### config.mk
export PLATFORM = sky130hd
export DESIGN_NAME = arm_multicycle_core
export DESIGN_NICKNAME = d
export VERILOG_FILES = /design/src/rtl/arm_multicycle_core.sv
export SDC_FILE = /design/constraint.sdc
export NUM_CORES = 2
export LEC_CHECK = 0
export CAP_MARGIN = 0
export CORE_ASPECT_RATIO = 1.5
export CORE_MARGIN = 2
export CORE_UTILIZATION = 40
export CTS_BUF_LIST = sky130_fd_sc_hd__clkbuf_4
export CTS_CLUSTER_SIZE = 14
export DETAILED_ROUTE_END_ITERATION = 10
export PLACE_DENSITY = 0.54
export SLEW_MARGIN = 40
export SYNTH_ARGS = -nofsm -noshare
export SYNTH_HDL_FRONTEND = slang
export SYNTH_SLANG_ARGS = --single-unit
### constraint.sdc
create_clock -name clk -period 45.1 [get_ports clk]
set_input_delay 4.51 -clock clk [delete_from_list [all_inputs] [get_ports clk]]
set_output_delay 4.51 -clock clk [all_outputs]
set_load 0.005 [all_outputs]
### src/rtl/arm_multicycle_core.sv
// Multicycle ARMv4-subset core: data-processing, LDR/STR (immediate offset,
// pre-indexed, no writeback, word only) and B/BL with NZCV conditional
// execution. A single memory port with a req/ready handshake serves both
// instruction fetches and data accesses. Interface outputs are registered and
// computed one cycle ahead from the next-state decision.
module arm_multicycle_core #(
    parameter logic [31:0] RESET_PC = 32'h0000_0000,
    parameter int          ADDR_W   = 32
) (
    input  logic              clk,
    input  logic              rst,
    output logic              mem_req,
    output logic              mem_we,
    output logic [ADDR_W-1:0] mem_addr,
    output logic [31:0]       mem_wdata,
    input  logic [31:0]       mem_rdata,
    input  logic              mem_ready,
    output logic              retire,
    output logic              halted,
    output logic [31:0]       dbg_pc
);

    typedef enum logic [2:0] {
        S_FETCH   = 3'd0,
        S_DECODE  = 3'd1,
        S_EXECUTE = 3'd2,
        S_MEMRD   = 3'd3,
        S_MEMWR   = 3'd4,
        S_WB      = 3'd5,
        S_HALT    = 3'd6
    } state_t;

    // ARM condition-code evaluation; flags are packed as {N,Z,C,V}.
    function automatic logic cond_pass(input logic [3:0] cond, input logic [3:0] f);
        logic r;
        case (cond)
            4'h0:    r = f[2];
            4'h1:    r = ~f[2];
            4'h2:    r = f[1];
            4'h3:    r = ~f[1];
            4'h4:    r = f[3];
            4'h5:    r = ~f[3];
            4'h6:    r = f[0];
            4'h7:    r = ~f[0];
            4'h8:    r = f[1] & ~f[2];
            4'h9:    r = ~f[1] | f[2];
            4'hA:    r = (f[3] == f[0]);
            4'hB:    r = (f[3] != f[0]);
            4'hC:    r = ~f[2] & (f[3] == f[0]);
            4'hD:    r = f[2] | (f[3] != f[0]);
            4'hE:    r = 1'b1;
            default: r = 1'b0;
        endcase
        return r;
    endfunction

    // 32-bit rotate right.
    function automatic logic [31:0] ror32(input logic [31:0] v, input logic [4:0] sh);
        logic [63:0] t;
        t = {v, v} >> sh;
        return t[31:0];
    endfunction

    state_t      state_r, state_next_s;
    logic [31:0] pc_r, pc_next_s;
    logic [31:0] ir_r, ir_next_s;
    logic [3:0]  nzcv_r, nzcv_next_s;
    // Entry 15 is never written: R15 reads are redirected to the PC.
    logic [31:0] regs_r [0:15];
    logic [31:0] rn_val_r, rm_val_r, rd_val_r;
    logic [31:0] rn_val_next_s, rm_val_next_s, rd_val_next_s;
    logic [31:0] ea_r, ea_next_s;
    logic [31:0] data_r, data_next_s;
    logic        rf_we_s;
    logic [3:0]  rf_waddr_s;
    logic [31:0] rf_wdata_s;
    logic        retire_next_s;

    logic              mem_req_r, mem_we_r, retire_r, halted_r;
    logic [ADDR_W-1:0] mem_addr_r;
    logic [31:0]       mem_wdata_r;
    logic [31:0]       addr_next_s;

    logic [31:0] rn_read_s, rm_read_s, rd_read_s;
    logic [31:0] op2_s, dp_res_s, ea_calc_s, br_target_s;
    logic [32:0] add_s, sub_s;
    logic        dp_c_s, dp_v_s, dp_cmd_ok_s, is_cmp_s;

    // Register-file read ports; R15 yields the architectural PC (instr addr + 8).
    always_comb begin
        rn_read_s = (ir_r[19:16] == 4'd15) ? pc_r + 32'd4 : regs_r[ir_r[19:16]];
        rm_read_s = (ir_r[3:0]   == 4'd15) ? pc_r + 32'd4 : regs_r[ir_r[3:0]];
        rd_read_s = (ir_r[15:12] == 4'd15) ? pc_r + 32'd4 : regs_r[ir_r[15:12]];
    end

    // Operand 2, adder/subtractor, load/store address and branch target.
    always_comb begin
        op2_s       = ir_r[25] ? ror32({24'h00_0000, ir_r[7:0]}, {ir_r[11:8], 1'b0}) : rm_val_r;
        add_s       = {1'b0, rn_val_r} + {1'b0, op2_s};
        sub_s       = {1'b0, rn_val_r} - {1'b0, op2_s};
        ea_calc_s   = ir_r[23] ? rn_val_r + {20'h0_0000, ir_r[11:0]}
                               : rn_val_r - {20'h0_0000, ir_r[11:0]};
        br_target_s = pc_r + 32'd4 + {{6{ir_r[23]}}, ir_r[23:0], 2'b00};
    end

    // Data-processing result and the C/V flags it produces (AND/ORR/MOV keep C,V).
    always_comb begin
        dp_res_s    = 32'h0000_0000;
        dp_c_s      = nzcv_r[1];
        dp_v_s      = nzcv_r[0];
        dp_cmd_ok_s = 1'b1;
        is_cmp_s    = (ir_r[24:21] == 4'b1010);
        case (ir_r[24:21])
            4'b0000: dp_res_s = rn_val_r & op2_s;
            4'b0010, 4'b1010: begin
                dp_res_s = sub_s[31:0];
                dp_c_s   = ~sub_s[32];
                dp_v_s   = (rn_val_r[31] != op2_s[31]) && (sub_s[31] != rn_val_r[31]);
            end
            4'b0100: begin
                dp_res_s = add_s[31:0];
                dp_c_s   = add_s[32];
                dp_v_s   = (rn_val_r[31] == op2_s[31]) && (add_s[31] != rn_val_r[31]);
            end
            4'b1100: dp_res_s = rn_val_r | op2_s;
            4'b1101: dp_res_s = op2_s;
            default: dp_cmd_ok_s = 1'b0;
        endcase
    end

    // Sequencing FSM: next state, architectural updates and register-file write.
    always_comb begin
        state_next_s  = state_r;
        pc_next_s     = pc_r;
        ir_next_s     = ir_r;
        nzcv_next_s   = nzcv_r;
        rn_val_next_s = rn_val_r;
        rm_val_next_s = rm_val_r;
        rd_val_next_s = rd_val_r;
        ea_next_s     = ea_r;
        data_next_s   = data_r;
        rf_we_s       = 1'b0;
        rf_waddr_s    = 4'd0;
        rf_wdata_s    = 32'h0000_0000;
        retire_next_s = 1'b0;
        case (state_r)
            S_FETCH: begin
                if (mem_req_r && mem_ready) begin
                    ir_next_s    = mem_rdata;
                    pc_next_s    = pc_r + 32'd4;
                    state_next_s = S_DECODE;
                end else begin
                    state_next_s = S_FETCH;
                end
            end
            S_DECODE: begin
                rn_val_next_s = rn_read_s;
                rm_val_next_s = rm_read_s;
                rd_val_next_s = rd_read_s;
                if (ir_r[31:28] == 4'hF) begin
                    state_next_s = S_HALT;
                end else if (!cond_pass(ir_r[31:28], nzcv_r)) begin
                    retire_next_s = 1'b1;
                    state_next_s  = S_FETCH;
                end else if ((ir_r[27:26] == 2'b00) || (ir_r[27:26] == 2'b01) ||
                             (ir_r[27:25] == 3'b101)) begin
                    state_next_s = S_EXECUTE;
                end else begin
                    state_next_s = S_HALT;
                end
            end
            S_EXECUTE: begin
                if (ir_r[27:26] == 2'b00) begin
                    if (!dp_cmd_ok_s || (!ir_r[25] && (ir_r[11:4] != 8'h00))) begin
                        state_next_s = S_HALT;
                    end else begin
                        if (is_cmp_s) begin
                            rf_we_s = 1'b0;
                        end else if (ir_r[15:12] == 4'd15) begin
                            pc_next_s = {dp_res_s[31:2], 2'b00};
                        end else begin
                            rf_we_s    = 1'b1;
                            rf_waddr_s = ir_r[15:12];
                            rf_wdata_s = dp_res_s;
                        end
                        if (ir_r[20] || is_cmp_s) begin
                            nzcv_next_s = {dp_res_s[31], (dp_res_s == 32'h0000_0000), dp_c_s, dp_v_s};
                        end else begin
                            nzcv_next_s = nzcv_r;
                        end
                        retire_next_s = 1'b1;
                        state_next_s  = S_FETCH;
                    end
                end else if (ir_r[27:26] == 2'b01) begin
                    // Only pre-indexed, no-writeback, word, immediate-offset forms.
                    if (!ir_r[24] || ir_r[21] || ir_r[22] || ir_r[25] ||
                        (ea_calc_s[1:0] != 2'b00)) begin
                        state_next_s = S_HALT;
                    end else begin
                        ea_next_s    = ea_calc_s;
                        state_next_s = ir_r[20] ? S_MEMRD : S_MEMWR;
                    end
                end else begin
                    pc_next_s = br_target_s;
                    if (ir_r[24]) begin
                        rf_we_s    = 1'b1;
                        rf_waddr_s = 4'd14;
                        rf_wdata_s = pc_r;
                    end else begin
                        rf_we_s = 1'b0;
                    end
                    retire_next_s = 1'b1;
                    state_next_s  = S_FETCH;
                end
            end
            S_MEMRD: begin
                if (mem_req_r && mem_ready) begin
                    data_next_s  = mem_rdata;
                    state_next_s = S_WB;
                end else begin
                    state_next_s = S_MEMRD;
                end
            end
            S_MEMWR: begin
                if (mem_req_r && mem_ready) begin
                    retire_next_s = 1'b1;
                    state_next_s  = S_FETCH;
                end else begin
                    state_next_s = S_MEMWR;
                end
            end
            S_WB: begin
                if (ir_r[15:12] == 4'd15) begin
                    pc_next_s = {data_r[31:2], 2'b00};
                end else begin
                    rf_we_s    = 1'b1;
                    rf_waddr_s = ir_r[15:12];
                    rf_wdata_s = data_r;
                end
                retire_next_s = 1'b1;
                state_next_s  = S_FETCH;
            end
            S_HALT:  state_next_s = S_HALT;
            default: state_next_s = S_HALT;
        endcase
    end

    // Address presented with the next access: PC for fetches, latched EA for data.
    always_comb begin
        case (state_next_s)
            S_FETCH:          addr_next_s = pc_next_s;
            S_MEMRD, S_MEMWR: addr_next_s = ea_next_s;
            default:          addr_next_s = 32'h0000_0000;
        endcase
    end

    // Architectural state, pipeline latches and register file.
    always_ff @(posedge clk or posedge rst) begin
        if (rst) begin
            state_r  <= S_FETCH;
            pc_r     <= RESET_PC;
            ir_r     <= 32'h0000_0000;
            nzcv_r   <= 4'h0;
            rn_val_r <= 32'h0000_0000;
            rm_val_r <= 32'h0000_0000;
            rd_val_r <= 32'h0000_0000;
            ea_r     <= 32'h0000_0000;
            data_r   <= 32'h0000_0000;
            for (int i = 0; i < 16; i++) begin
                regs_r[i] <= 32'h0000_0000;
            end
        end else begin
            state_r  <= state_next_s;
            pc_r     <= pc_next_s;
            ir_r     <= ir_next_s;
            nzcv_r   <= nzcv_next_s;
            rn_val_r <= rn_val_next_s;
            rm_val_r <= rm_val_next_s;
            rd_val_r <= rd_val_next_s;
            ea_r     <= ea_next_s;
            data_r   <= data_next_s;
            if (rf_we_s) begin
                regs_r[rf_waddr_s] <= rf_wdata_s;
            end
        end
    end

    // Registered interface outputs; reset drops any pending request immediately.
    always_ff @(posedge clk or posedge rst) begin
        if (rst) begin
            mem_req_r   <= 1'b0;
            mem_we_r    <= 1'b0;
            mem_addr_r  <= '0;
            mem_wdata_r <= 32'h0000_0000;
            retire_r    <= 1'b0;
            halted_r    <= 1'b0;
        end else begin
            mem_req_r   <= (state_next_s == S_FETCH) || (state_next_s == S_MEMRD) ||
                           (state_next_s == S_MEMWR);
            mem_we_r    <= (state_next_s == S_MEMWR);
            mem_addr_r  <= addr_next_s[ADDR_W-1:0];
            mem_wdata_r <= (state_next_s == S_MEMWR) ? rd_val_r : 32'h0000_0000;
            retire_r    <= retire_next_s;
            halted_r    <= (state_next_s == S_HALT);
        end
    end

    assign mem_req   = mem_req_r;
    assign mem_we    = mem_we_r;
    assign mem_addr  = mem_addr_r;
    assign mem_wdata = mem_wdata_r;
    assign retire    = retire_r;
    assign halted    = halted_r;
    assign dbg_pc    = pc_r;

endmodule

==> results.rst <==
.. list-table::
   :header-rows: 1

   * - Metric
     - Value
   * - Share of final-layout standard cells stronger than drive strength 1
     - around 18%
   * - Crit-path cells
     - ha_1, nand3_1, nor3_1, and3_1, nand2_1, nor2_1, nand3_1, xnor2_1, ha_1, a21o_1, a21o_1, a21oi_1, o21a_1, o41ai_1, a311o_1, xor2_1, o21ai_0, a21oi_1, o32a_1, a22o_1
   * - Row count
     - 163
   * - Wire length of the first global-routing pass
     - 318,000 µm
   * - Initial core utilization
     - 40.4%
   * - Total iterations of the first detailed-routing run
     - 9
   * - Count of state elements after synthesis
     - about 810
   * - Layout Area Growth over Synthesis
     - 11.0%
   * - Worst R2R Setup Slack
     - 38,120 ps
   * - Pwr dens
     - roughly 74 nW/µm²
   * - CTS tree
     - built
   * - Wire length after detailed routing
     - 218,000 µm
   * - Clock transition time at the flip-flop clock pins of the worst setup and hold paths
     - 70 ps
   * - Clock sink total
     - just over 800
   * - Maximum VDD drop
     - 0.0493 mV
   * - Worst clock skew
     - around 76 ps
   * - Mean cell area of the mapped netlist
     - roughly 9.7 µm²
   * - Leading register cell type out of synthesis
     - sky130_fd_sc_hd__dfrtp_1
   * - Total gr overflow
     - 0
   * - Startpoint-to-endpoint class of the critical path
     - flip-flop to flip-flop
   * - Async S/R FF share, synth
     - between 90% and 100%
   * - DRC Markers
     - 0
   * - Peak per-stage delay on the critical path
     - about 910 ps
   * - DIE WIDTH
     - ~300 µm
   * - Clk root buf
     - sky130_fd_sc_hd__clkbuf_4
   * - Seq/Total Area, Yosys
     - between 30% and 40%
   * - Leakage
     - ~25 nW
   * - Crit. End Element
     - flip-flop
   * - Total number of H-tree levels
     - 4
   * - Residual antenna-violating net count after detailed routing
     - 0
   * - Dpl hpwl
     - around 150,000 µm
   * - Number of non-filler instances in the completed layout
     - about 7.4k
   * - Post-Synthesis Cell Area
     - between 50,000 and 60,000 µm²
   * - Number of pins with negative max-slew slack in the final report
     - 0
   * - Synthesized netlist cell count
     - 5,495
   * - Count of hold-fix buffers inserted at cts
     - 0
   * - Highest clock frequency the design can meet
     - 143 MHz
   * - Top-Level Pins
     - around 140
   * - Area enclosed by the die boundary
     - approximately 140,000 µm²
   * - Pin count of the biggest net entering global routing
     - about 120
   * - Via count
     - 46.4k
   * - Die boundary height
     - 451 µm
   * - Global Route Usage Sum
     - 32.1%
   * - Antenna violations before repair
     - 9
   * - Placer congestion estimate
     - 1.01
   * - Outcome
     - finished clean
   * - Unique cell type count in the Yosys netlist
     - 97
   * - Data arrival, critical path
     - about 8000 ps
   * - Pin slew with the least headroom to its limit
     - 877 ps
   * - Net total in the final layout
     - 5,686
   * - Critical Path RT
     - 46,150 ps
   * - Final-layout setup total negative slack
     - 0 ps
   * - Core footprint
     - ~130,000 µm²
   * - Post-cts gate resize count
     - 0
   * - Setup repair after global routing missed its margin
     - no
   * - Filler Cells Inserted
     - 12.9k
   * - Time the worst path needs with I/O delays and setup
     - 6980 ps
   * - Max-Slew Margin vs Limit
     - about 40%
   * - Number of hold-slack violations in the final timing report
     - 0
   * - Total CTS buffers
     - around 200
   * - Total Power
     - 4.38 mW
   * - Final setup violation count
     - 0
   * - Startpoint type of the worst setup path
     - flip-flop
   * - Violation count after the first detailed-route iteration
     - 4,021
   * - Post-CTS Setup Inserts
     - 0
   * - WHS
     - between 300 and 400 ps
   * - Final routed wire length divided by cell count
     - between 20 and 30 µm
   * - Post-layout instance area
     - between 50,000 and 60,000 µm²
   * - Post-detailed-route via-to-cell ratio
     - around 6.3
   * - Yosys warns
     - 0
   * - Nets in the synthesized netlist
     - 5,694
   * - Clock latency reported for the late side of the worst-skew pair
     - 1160 ps
   * - Largest fanout on the critical path
     - 10
   * - Placed standard-cell area
     - roughly 57,000 µm²
   * - Cell with the biggest individual delay on the critical path
     - sky130_fd_sc_hd__nor3_1
   * - Placed instance count
     - 7,018
   * - Post-route clock period utilization
     - ~15%
   * - Worst min path class
     - flip-flop to flip-flop
   * - Number of maximum-capacitance constraint violations
     - 0
   * - Count of input and output buffers
     - ~130
   * - Number of global-route vias before repair
     - roughly 46k
   * - Post-synth EDFFs
     - 0
   * - Number of buffers between clock root and the deepest sink
     - 3
-- synthesized netlist by cell type (87+ instances only) --
cell type                  number  area share [%]
sky130_fd_sc_hd__a21oi_1      459             4.3
sky130_fd_sc_hd__clkbuf_1     404             2.9
sky130_fd_sc_hd__dfrtp_1      811              38
sky130_fd_sc_hd__ha_1         160             3.8
sky130_fd_sc_hd__inv_1        127            0.90
sky130_fd_sc_hd__mux2_2       104             2.2
sky130_fd_sc_hd__mux2i_1      139             2.6
sky130_fd_sc_hd__mux4_2       347              15
sky130_fd_sc_hd__nand2_1      632             4.5
sky130_fd_sc_hd__nor2_1       479             3.4
sky130_fd_sc_hd__o21ai_0      599             5.6
sky130_fd_sc_hd__o221ai_1      87             1.4
-- worst max-delay path, delay by kind of cell, from the launching register on --
family                     cells  cell delay, ps
adders and majority gates      2             780
and+or+nand+nor                6            2620
AOI/OAI and AO/OA             10            2240
DFF                            1             630
xor gates and xnor gates       2             670
-- cells by family after synthesis --
| kind of cell | share of synthesized area [%] |
|---|---|
| simple gates | 12.4 |
| buf+inv | 4.52 |
| fa+ha+maj | 3.91 |
| mux | 19.5 |
| flops | 38.1 |
| xor+xnor | 1.71 |
| compound gates | 19.8 |
-- per-stage QoR --
stage,util (%),setup WS [ps]
6_report,44.8,38120
2_1_floorplan,-,17810
3_5_place_dp,42.9,36310
3_3_place_gp,42.6,35830
4_1_cts,44.7,37560
5_1_grt,44.8,37780
-- state kept, by name, indices dropped and copies added, names as in the netlist --
signal and flops:
halted 1, state_r 3, nzcv_r 4, rm_val_r 32, mem_addr 32, rn_val_r 32
mem_wdata 32, ea_r 32, mem_we 1, ir_r 32, dbg_pc 32, mem_req 1
regs_r 512, retire 1, data_r 32, rd_val_r 32
-- routing by layer --
layer,global-route usage [%],routed length (µm)
met3,5.05,13900
met2,53.2,105000
met1,38.4,82200
met4,21.2,17100
met5,0,51
-- placed cells by master, fill, tap and decap left out, drive strengths merged, types with 139 or more instances in the layout --
master,n
a21oi,469
dfrtp,811
ha,160
mux4,347
mux2i,139
nor2,479
clkbuf,272
o21ai,614
buf,156
nand2,632
-- power breakdown --
part           switching, mW  internal, mW  total (mW)
logic                   1.62         0.955        2.57
clock network          0.313         0.294       0.608
registers              0.295         0.901        1.20
total                   2.23          2.15        4.38
-- worst paths after layout --
path | start | to | cells after the start
worst max-delay path | dbg_pc[2]$_DFF_PP0_ | mem_addr[27]$_DFF_PP0_ | 20
worst min-delay path | regs_r[31]$_DFFE_PP0P_ | regs_r[31]$_DFFE_PP0P_ | 0
worst max register to register | dbg_pc[2]$_DFF_PP0_ | mem_addr[27]$_DFF_PP0_ | 20
worst min register to register | regs_r[31]$_DFFE_PP0P_ | regs_r[31]$_DFFE_PP0P_ | 0
max in group asynchronous | rst | regs_r[157]$_DFFE_PP0P_ | 6
min in group asynchronous | rst | ea_r[10]$_DFF_PP0_ | 2
-- layout make-up --
cell class | count | area [µm²] | area share (%)
Tap cell | 1732 | 2170 | 3.67
Sequential cell | 811 | 20300 | 34.4
Inverter | 129 | 497 | 0.841
Multi-Input combinational cell | 4058 | 30900 | 52.3
Clock inverter | 67 | 362 | 0.612
Timing Repair Buffer | 291 | 2780 | 4.70
Clock buffer | 271 | 2030 | 3.44
Antenna cell | 9 | 22.5 | 0.0381
Note: power is estimated with default switching activity, not from simulation.
